File: config.mk
export PLATFORM = sky130hd
export DESIGN_NAME = id_ctrl_gen
export DESIGN_NICKNAME = d
export VERILOG_FILES = /design/src/rtl/id_ctrl_gen_pkg.sv /design/src/rtl/id_ctrl_gen_decode.sv /design/src/rtl/id_ctrl_gen.sv
export SDC_FILE = /design/constraint.sdc
export NUM_CORES = 1
export LEC_CHECK = 0
export BUFFER_PORTS_ARGS = -buffer_cell sky130_fd_sc_hd__buf_4
export CAP_MARGIN = 10
export CORE_MARGIN = 3
export CORE_UTILIZATION = 50
export CTS_BUF_LIST = sky130_fd_sc_hd__clkbuf_4 sky130_fd_sc_hd__clkbuf_8 sky130_fd_sc_hd__clkbuf_16
export DETAILED_ROUTE_END_ITERATION = 8
export PLACE_DENSITY = 0.73
export SYNTH_ARGS = -nofsm -noshare
export SYNTH_HDL_FRONTEND = slang
export SYNTH_SLANG_ARGS = --single-unit
File: constraint.sdc
create_clock -name clk -period 1.6 [get_ports clk]
set_input_delay 0.32 -clock clk [delete_from_list [all_inputs] [get_ports clk]]
set_output_delay 0.32 -clock clk [all_outputs]
set_load 0.02 [all_outputs]
File: src/rtl/id_ctrl_gen_pkg.sv
// Shared types and encodings for the miniRV decode stage: ALU ops, opcodes,
// funct3 values and the decoded control bundle carried through the skid buffer.
package id_ctrl_gen_pkg;

  localparam int XLEN = 32;
  localparam int OP_W = 4;

  typedef enum logic [OP_W-1:0] {
    ALU_ADD = 4'd0,
    ALU_SUB = 4'd1,
    ALU_AND = 4'd2,
    ALU_OR  = 4'd3,
    ALU_XOR = 4'd4,
    ALU_SLL = 4'd5,
    ALU_SRL = 4'd6,
    ALU_SRA = 4'd7,
    ALU_BEQ = 4'd8,
    ALU_BNE = 4'd9,
    ALU_BLT = 4'd10,
    ALU_BGE = 4'd11
  } alu_op_e;

  localparam logic [6:0] OPC_R   = 7'b0110011;
  localparam logic [6:0] OPC_I   = 7'b0010011;
  localparam logic [6:0] OPC_LD  = 7'b0000011;
  localparam logic [6:0] OPC_ST  = 7'b0100011;
  localparam logic [6:0] OPC_B   = 7'b1100011;
  localparam logic [6:0] OPC_LUI = 7'b0110111;
  localparam logic [6:0] OPC_JAL = 7'b1101111;

  localparam logic [2:0] F3_ADD = 3'b000;
  localparam logic [2:0] F3_SLL = 3'b001;
  localparam logic [2:0] F3_W   = 3'b010;
  localparam logic [2:0] F3_XOR = 3'b100;
  localparam logic [2:0] F3_SR  = 3'b101;
  localparam logic [2:0] F3_OR  = 3'b110;
  localparam logic [2:0] F3_AND = 3'b111;
  localparam logic [2:0] F3_BEQ = 3'b000;
  localparam logic [2:0] F3_BNE = 3'b001;
  localparam logic [2:0] F3_BLT = 3'b100;
  localparam logic [2:0] F3_BGE = 3'b101;

  typedef struct packed {
    alu_op_e         op;
    logic            sel;
    logic [XLEN-1:0] imm;
    logic [4:0]      rs1;
    logic [4:0]      rs2;
    logic [4:0]      rd;
    logic            reg_we;
    logic            mem_re;
    logic            mem_we;
    logic            branch;
    logic            jal;
    logic            illegal;
  } dec_t;

  typedef struct packed {
    logic [XLEN-1:0] pc;
    dec_t            dec;
  } bundle_t;

  typedef struct packed {
    logic    ok;
    alu_op_e op;
  } f3_op_t;

  // Arithmetic funct3 decode shared by R and I formats; alt_add selects SUB
  // for funct3=000 and only applies to the R format.
  function automatic f3_op_t f3_to_op(input logic [2:0] f3, input logic alt,
                                      input logic alt_add);
    f3_op_t r;
    r.ok = 1'b1;
    r.op = ALU_ADD;
    case (f3)
      F3_ADD:  r.op = (alt && alt_add) ? ALU_SUB : ALU_ADD;
      F3_SLL:  r.op = ALU_SLL;
      F3_XOR:  r.op = ALU_XOR;
      F3_SR:   r.op = alt ? ALU_SRA : ALU_SRL;
      F3_OR:   r.op = ALU_OR;
      F3_AND:  r.op = ALU_AND;
      default: r.ok = 1'b0;
    endcase
    return r;
  endfunction

endpackage

File: src/rtl/id_ctrl_gen_decode.sv
// Purely combinational RV32I subset decoder: instruction word to control
// bundle, including immediate generation for every supported format.
module id_ctrl_gen_decode
  import id_ctrl_gen_pkg::*;
(
  input  logic [31:0] inst,
  output dec_t        dec
);

  logic [6:0]  opc;
  logic [2:0]  f3;
  logic        f7b;
  logic [31:0] imm_i, imm_s, imm_b, imm_u, imm_j;
  f3_op_t      arith;

  assign opc = inst[6:0];
  assign f3  = inst[14:12];
  assign f7b = inst[30];

  assign imm_i = {{20{inst[31]}}, inst[31:20]};
  assign imm_s = {{20{inst[31]}}, inst[31:25], inst[11:7]};
  assign imm_b = {{19{inst[31]}}, inst[31], inst[7], inst[30:25], inst[11:8], 1'b0};
  assign imm_u = {inst[31:12], 12'b0};
  assign imm_j = {{11{inst[31]}}, inst[31], inst[19:12], inst[20], inst[30:21], 1'b0};

  // NOTE: combinational blocks use blocking '=' and assign every output a
  // default first, so no path through the case tree leaves a latch behind.
  always_comb begin
    dec     = '0;
    dec.op  = ALU_ADD;
    dec.rs1 = inst[19:15];
    dec.rs2 = inst[24:20];
    dec.rd  = inst[11:7];
    arith   = f3_to_op(f3, f7b, opc == OPC_R);

    case (opc)
      OPC_R: begin
        dec.reg_we  = 1'b1;
        dec.op      = arith.op;
        dec.illegal = !arith.ok;
      end
      OPC_I: begin
        dec.reg_we  = 1'b1;
        dec.sel     = 1'b1;
        dec.imm     = imm_i;
        dec.op      = arith.op;
        dec.illegal = !arith.ok;
      end
      OPC_LD: begin
        dec.sel     = 1'b1;
        dec.imm     = imm_i;
        dec.reg_we  = 1'b1;
        dec.mem_re  = 1'b1;
        dec.illegal = (f3 != F3_W);
      end
      OPC_ST: begin
        dec.sel     = 1'b1;
        dec.imm     = imm_s;
        dec.mem_we  = 1'b1;
        dec.illegal = (f3 != F3_W);
      end
      OPC_B: begin
        dec.imm    = imm_b;
        dec.branch = 1'b1;
        case (f3)
          F3_BEQ:  dec.op = ALU_BEQ;
          F3_BNE:  dec.op = ALU_BNE;
          F3_BLT:  dec.op = ALU_BLT;
          F3_BGE:  dec.op = ALU_BGE;
          default: dec.illegal = 1'b1;
        endcase
      end
      OPC_LUI: begin
        dec.sel    = 1'b1;
        dec.imm    = imm_u;
        dec.rs1    = 5'd0;
        dec.reg_we = 1'b1;
      end
      OPC_JAL: begin
        dec.imm    = imm_j;
        dec.jal    = 1'b1;
        dec.reg_we = 1'b1;
      end
      default: dec.illegal = 1'b1;
    endcase

    // Illegal encodings still flow downstream but must not cause side effects.
    if (dec.illegal) begin
      dec.op     = ALU_ADD;
      dec.sel    = 1'b0;
      dec.imm    = '0;
      dec.reg_we = 1'b0;
      dec.mem_re = 1'b0;
      dec.mem_we = 1'b0;
      dec.branch = 1'b0;
      dec.jal    = 1'b0;
    end
  end

endmodule

File: src/rtl/id_ctrl_gen.sv
// miniRV decode stage: combinational decode registered through a 2-entry
// skid buffer (main reg M drives outputs, skid reg S absorbs one stall).
module id_ctrl_gen
  import id_ctrl_gen_pkg::*;
(
  input  logic            clk,
  input  logic            rst_n,
  input  logic            flush,
  input  logic            in_valid,
  output logic            in_ready,
  input  logic [31:0]     in_inst,
  input  logic [31:0]     in_pc,
  output logic            out_valid,
  input  logic            out_ready,
  output logic [31:0]     out_pc,
  output logic [OP_W-1:0] out_op,
  output logic            out_sel,
  output logic [31:0]     out_imm,
  output logic [4:0]      out_rs1,
  output logic [4:0]      out_rs2,
  output logic [4:0]      out_rd,
  output logic            out_reg_we,
  output logic            out_mem_re,
  output logic            out_mem_we,
  output logic            out_branch,
  output logic            out_jal,
  output logic            out_illegal
);

  // Occupancy: EMPTY (nothing), ONE (M valid), FULL (M and S valid).
  typedef enum logic [1:0] {
    ST_EMPTY = 2'd0,
    ST_ONE   = 2'd1,
    ST_FULL  = 2'd2
  } state_e;

  state_e  state_q, state_d;
  bundle_t m_q, s_q, in_b;
  dec_t    in_dec;
  logic    load_m, m_from_s, load_s;

  id_ctrl_gen_decode u_decode (
    .inst (in_inst),
    .dec  (in_dec)
  );

  assign in_b = '{pc: in_pc, dec: in_dec};

  always_comb begin
    state_d  = state_q;
    load_m   = 1'b0;
    m_from_s = 1'b0;
    load_s   = 1'b0;
    if (flush) begin
      state_d = ST_EMPTY;
    end else begin
      case (state_q)
        ST_EMPTY: begin
          if (in_valid) begin
            load_m  = 1'b1;
            state_d = ST_ONE;
          end
        end
        ST_ONE: begin
          if (out_ready) begin
            // Drain and refill in the same cycle keeps full throughput.
            if (in_valid) load_m = 1'b1;
            else          state_d = ST_EMPTY;
          end else if (in_valid) begin
            load_s  = 1'b1;
            state_d = ST_FULL;
          end
        end
        ST_FULL: begin
          if (out_ready) begin
            load_m   = 1'b1;
            m_from_s = 1'b1;
            state_d  = ST_ONE;
          end
        end
        default: state_d = ST_EMPTY;
      endcase
    end
  end

  // NOTE: sequential state uses non-blocking '<=' so every register samples
  // the pre-edge values, regardless of the order the blocks are evaluated in.
  always_ff @(posedge clk or negedge rst_n) begin
    if (!rst_n) state_q <= ST_EMPTY;
    else        state_q <= state_d;
  end

  // NOTE: the payload registers are reset too, because the outputs must read
  // all-zero after reset; otherwise they would be left unreset as plain data.
  always_ff @(posedge clk or negedge rst_n) begin
    if (!rst_n) begin
      m_q <= '0;
      s_q <= '0;
    end else begin
      if (load_m) m_q <= m_from_s ? s_q : in_b;
      if (load_s) s_q <= in_b;
    end
  end

  assign in_ready    = (state_q != ST_FULL);
  assign out_valid   = (state_q != ST_EMPTY);
  assign out_pc      = m_q.pc;
  assign out_op      = m_q.dec.op;
  assign out_sel     = m_q.dec.sel;
  assign out_imm     = m_q.dec.imm;
  assign out_rs1     = m_q.dec.rs1;
  assign out_rs2     = m_q.dec.rs2;
  assign out_rd      = m_q.dec.rd;
  assign out_reg_we  = m_q.dec.reg_we;
  assign out_mem_re  = m_q.dec.mem_re;
  assign out_mem_we  = m_q.dec.mem_we;
  assign out_branch  = m_q.dec.branch;
  assign out_jal     = m_q.dec.jal;
  assign out_illegal = m_q.dec.illegal;

endmodule

**Yosys cells after proc, flatten, opt, wreduce, memory -nomap -nowiden**

Cells that the tools add are included.
W data, S select, Z words.

- Output and inout bits: 92
- Flip-flop bits (word level): 182
- Word-level logic and storage cells: 97
- Input bits: 69

- Equality and inequality tests: 20
- Reduce and logical (&&, ||, !) cells: 14
- Muxes and demuxes: 36

Operator list:

| cell | number |
|---|---|
| $pmux W32 S5 | 1 |
| $mux W90 | 1 |
| $mux W37 | 1 |
| $pmux W4 S6 | 1 |
| $eq A7 B6 Y1 const B | 3 |
| $mux W1 | 19 |
| $pmux W4 S4 | 1 |
| $eq A7 B7 Y1 const B | 2 |
| $eq A3 B3 Y1 const B | 4 |
| $mux W2 | 6 |
| $mux W5 | 2 |
| $ne A4 B4 Y1 const B | 2 |
| $pmux W4 S2 | 1 |
| $reduce_or A2 Y1 | 4 |
| $reduce_or A4 Y1 | 2 |
| $eq A7 B2 Y1 const B | 1 |
| $eq A7 B5 Y1 const B | 1 |
| $ne A3 B3 Y1 const B | 2 |
| $pmux W2 S3 | 1 |
| $reduce_or A6 Y1 | 1 |
| $reduce_or A5 Y1 | 1 |
| $pmux W1 S4 | 1 |
| $reduce_and A4 Y1 | 1 |
| $eq A3 B1 Y1 const B | 1 |
| 10 further kinds | 10 |

**Depth between registers and ports, before layout**

- Word-level depth: 7
- Gate-level depth with buffers: 8
- Gate-level depth less buffers: 6

**Modules after synthesis**

From an unflattened synthesis, not the netlist that was laid out.

- Cells, all modules: 656
- Area total of the unflattened synthesis: 8977.4 µm²

Modules (own cells, without submodules):

| module | times used | area each (µm²) | cells each | seq. area each (µm²) |
|---|---|---|---|---|
| id_ctrl_gen | 1 | 7903.8 | 495 | 4554.4 |
| id_ctrl_gen_decode | 1 | 1073.5 | 161 | 0.0 |

**Worst setup path after synthesis**

OpenSTA, ideal clock, no wires.

- Path kind: input -> register
- Start point: input in_inst[3]
- End point: register s_q[51] (netlist bit)
- Cell stages on the path: 8
- Buffers on the path: 3
- Setup slack: -0.104 ns
- Library setup time: 0.074 ns
- Required time: 1.526 ns
- Arrival: 1.630 ns
- Cell sequence: buf_6 > nand4bb_1 > buf_4 > o32ai_4 > and2_4 > buf_12 > a21oi_2 > o21ai_2

- Cells in the longest elaborated chain, start to end: 4
- Elaborated cells on any way between the ends: 14
- Classes of those cells: eq/ne: 7; mux: 3; reduce/logical: 4

RTL lines:

| element | line | source |
|---|---|---|
| start: declaration | id_ctrl_gen.sv:11 | `input logic [31:0] in_inst,` |
| $eq A7 B5 Y1, or another cell as far along | id_ctrl_gen_decode.sv:36 | `case (opc)` |
| $reduce_or A2 Y1 (no source line) | n/a |  |
| $pmux W32 S5 / $pmux W1 S4 (equally long branches) | id_ctrl_gen_decode.sv:36 |  |
| $mux W37 * | id_ctrl_gen_decode.sv:88 | `if (dec.illegal) begin` |
| end signal: assignment | id_ctrl_gen.sv:101 | `if (load_s) s_q <= in_b;` |
| end: declaration | id_ctrl_gen.sv:38 | `bundle_t m_q, s_q, in_b;` |

Mark *: on every way between the ends. The rest lies on a longest branch, timed or not.
A chain may end at the register's enable or synchronous reset.

**Worst setup path in the final report**

- Start point: register state_q[1]
- End point: register m_q, in the netlist out_mem_we

- Cells in the longest elaborated chain, start to end: 4
- Elaborated cells on any way between the ends: 8
- Classes of those cells: eq/ne: 2; mux: 5; reduce/logical: 1

RTL lines:

| element | line | source |
|---|---|---|
| start: declaration | id_ctrl_gen.sv:37 | `state_e state_q, state_d;` |
| start signal: assignment | id_ctrl_gen.sv:90 | `else state_q <= state_d;` |
| $eq A2 B2 Y1 | id_ctrl_gen.sv:57 | `case (state_q)` |
| $mux W1 | id_ctrl_gen.sv:57 |  |
| $mux W1 | id_ctrl_gen.sv:54 | `if (flush) begin` |
| $mux W90 | id_ctrl_gen.sv:100 | `if (load_m) m_q <= m_from_s ? s_q : in_b;` |
| end signal: assignment | id_ctrl_gen.sv:100 |  |
| end: declaration | id_ctrl_gen.sv:38 |  |

Parallel ways exist; a longest one is shown, timed or not.

==> metrics.md <==
| Metric | Value |
|---|---|
| Placed inst area | approximately 10000 um2 |
| Syn_area_per_cell | slightly above 9 um2 |
| Total gr overflow | 0 |
| Worst Path Max Fanout | 5 |
| Sequential share of the synthesized area | a little under three fifths |
| CTS tree | yes |
| Vias in the first global route | 7175 |
| Reg-to-reg startpoint | state_q[1] |
| CP endpoint | out_mem_we |
| Dominant cells by area after synthesis | dfrtp_1 56%, nand2_1 13%, a31oi_1 3.8% |
| Share of cells above drive strength 1 | between 30% and 40% |
| Root buf cell | clkbuf_16 |
| Setup crit end kind | flop |
| CTS H-tree lvls | 4 |
| Non-Filler Instances | 1368 |
| CTS Buffer Depth | 2 |
| WP depth | 8 |
| Skew final | roughly 0.0088 ns |
| Post-synth cell types | between 50 and 60 |
| Post-DRT Antenna Nets | 0 |
| Storage cell area | 4550 um2 |
| Initial core utilization | between 50% and 60% |
| # rows | 46 |
| WL final | between 20000 and 30000 um |
| Critical path arrival | around 2.2 ns |
| Worst-path clk slew | 0.07 ns |
| MaxCap Viol Count | 0 |
| Most frequent cells in the layout | 250 x nand2_1, 226 x buf_4, 182 x dfrtp_1, 60 x nor2_1, 49 x a31oi_1 |
| Initial antenna violation count | 1 |
| Worst R2R Path Depth | 8 |
| Routed WL per cell | 19.0 um |
| RePlAce Congestion | about 0.84 |
| Routed vias/inst | between 5 and 6 |
| Asr flop ratio synth | between 90% and 100% |
| Layout fillers | roughly 1100 |
| Worst path max stage delay | 0.44 ns |
| Max frequency | about 530 MHz |
| Min-delay src | in_pc[21] |
| Post-synth EDFFs | 0 |
| IO Pins | around 160 |
| DR pass1 iterations | 5 |
| Worst min path class | primary input to flop |
| Total power | approximately 12 mW |
| CTS Sinks | between 150 and 200 |
| Drc violations | 0 |
| # placed instances | about 1300 |
| Worst Setup Slack, final | -0.276 ns |
| Worst Max-Slew Pin Slew | roughly 0.46 ns |
| Num CTS Buffers | 17 |
| Crit share post-route | 117% |
| Failing checks | negative setup slack |
| Layout Nets | around 1200 |
| PortBufs | 160 |
| Post-synth top flop | dfrtp_1 |
| DR iter-0 viols | slightly below 600 |
| CP delay by family, top | compound AO/OA/AOI/OAI gates |
| Setup_tns | -25.51 ns |
| Seq cells post-synth | around 180 |
| CP startpoint | state_q[1] |
| Die area | between 15000 and 20000 um2 |
| Critical path's slowest cell | o311ai_0 |
| Rel. slew slack | between 60 and 70% |
| Worst Path Required | about 2 ns |
| Die outline width | between 100 and 150 um |
| Top cell type by total area after synthesis | dfrtp_1 |
| Syn nets | 961 |
| Via Count | approximately 8000 |
| FF-to-FF End | out_mem_we |
| Synth warnings | 0 |
| Critical-path cell list | buf_6 > and2b_1 > inv_2 > nor3b_4 > buf_4 > buf_16 > o311ai_0 > o21a_1 |
| Syn-to-layout area delta | 47.9% |
| Final setup viols | about 170 |
| Final hold vios | 0 |
| Post-Syn Area | around 8100 um2 |
| First-pass GRT wire length | around 38000 um |
| Core ar. | 15900 um2 |
| Fin area | 12100 um2 |
| Post-layout minimum cycle time | roughly 1.9 ns |
| Detailed Place HPWL | ~16000 um |
| PwrDens | between 900 and 1000 nW/um2 |
| Crit Path Category | flop to flop |
| Synth Instances | between 800 and 900 |
| Area occupied by multi-input gates | between 3000 and 4000 um2 |
| P_leak | around 5.7 nW |
| Worst R2R Setup Slack | -0.28 ns |
| Clock Latency Late Sink | roughly 0.43 ns |
| Tot GR Track Use | approximately 27% |
| Outcome | finished with violations |
| Die height | between 100 and 150 um |
| Peak VDD IR | 0.000737 V |
| CP startpoint kind | flop |
| Max-slew violations | 0 |
| Buf+Inv Stages, Crit Path | 4 |
| Most common cell after layout, fill and taps aside | nand2_1 |
| Largest net degree at the start of global routing | between 50 and 60 |
| Share of the synthesized area in the top cell type | 55.9% |
| Unrepaired setup endpoints after global routing | true |
## synth_stat cells (2+ instances only)
cell and n:
dfrtp_1 182, nor3_2 2, o311ai_0 2, clkbuf_1 25, nand2_1 293, inv_1 3
nand3_1 21, o21a_1 5, and3_1 2, nand3b_1 3, nor2b_1 5, nand4b_1 2
nand2b_1 5, o211ai_1 5, o21ai_0 41, a21oi_2 10, nand4_1 2, a21oi_1 23
o21ai_2 10, buf_1 3, and2_1 7, nor2_1 61, a21boi_0 2, buf_4 4
and2b_1 2, buf_2 26, a31oi_1 49, a22oi_1 35, o21ai_1 21, nor3_1 2
a21o_1 5, buf_6 3, o31ai_1 3, nor3b_1 3
## report_power, final
group          leakage (nW)  internal, mW  total (mW)  switching (mW)
logic                  3.07         0.978        2.22            1.24
clock network         0.287          2.40        4.21            1.80
registers              2.32          5.16        5.49           0.326
total                  5.68          8.54        11.9            3.37
## cells by family (layout without fill, tap and decap cells)
family                 count (synthesis)  after routing  share of synthesized area (%)
AND/OR/NAND/NOR                      417            418                           21.3
AO/OA/AOI/OAI                        225            225                           18.4
flip-flops                           182            182                           55.9
buffers and inverters                 66            324                           4.12
multiplexers                           2              2                          0.261
other                                  0              1                              0
## registers in the layout (all words and copies together) (netlist names)
register and count:
s_q 90, out_imm 32, out_pc 32, out_rd 5
out_rs1 5, out_rs2 5, out_op 4, state_q 2
out_branch 1, out_illegal 1, out_jal 1, out_mem_re 1
out_mem_we 1, out_reg_we 1, out_sel 1
## stage by stage
| step | setup slack (ns) | util, % | hold slack, ns |
|---|---|---|---|
| final | -0.276 | 75.6 | 0.0922 |
| after global routing | -0.327 | 75.6 | 0.0816 |
| after CTS | -0.145 | 71.6 | 0.0805 |
| after detailed placement | -0.239 | 63.9 | 0.240 |
| after global placement | -0.192 | 63.9 | 0.233 |
| after floorplan | -0.0636 | - | 0.0244 |
## per-layer routing
metal  up-vias  share of wire (%)  GRT usage (%)
met2       374                 50           42.9
met5         -                  0              0
li1       3560                  -              -
met4         0                2.0           8.74
met1      3820                 40           36.5
met3        43                8.0           6.38
## worst min-delay path by stage
| stage | end | slack (ns) | cells past startpoint |
|---|---|---|---|
| finish | s_q[79] | 0.09 | 3 |
| global route | s_q[84] | 0.08 | 3 |
| CTS | s_q[82] | 0.08 | 3 |
| detailed placement | s_q[65] | 0.24 | 1 |
| global placement | s_q[65] | 0.23 | 1 |
| floorplan | out_branch | 0.02 | 0 |
## final cells by class
type                            count  area share [%]
Inverter                            3          0.0934
Clock buffer                       24            4.22
Multi-Input combinational cell    645            31.0
Tap cell                          216            2.24
Antenna cell                        1          0.0208
Clock inverter                      8           0.727
Sequential cell                   182            37.8
Timing Repair Buffer              289            23.9
## timing repair
action / in CTS / in global routing
pin swaps: 11 / 70
gates cloned: 10 / 9
setup endpoints to repair: 159 / 178
gates resized for setup: 85 / 103
buffers inserted: 16 / 16
hold endpoints to repair: 26 / 0
hold buffers: 1 / 0
## worst min-delay path, cell delays in order
cell and delay (ns):
buf_4 0.08, nand2_1 0.04, nand2_1 0.05
Power figures use the tool's default switching activity.
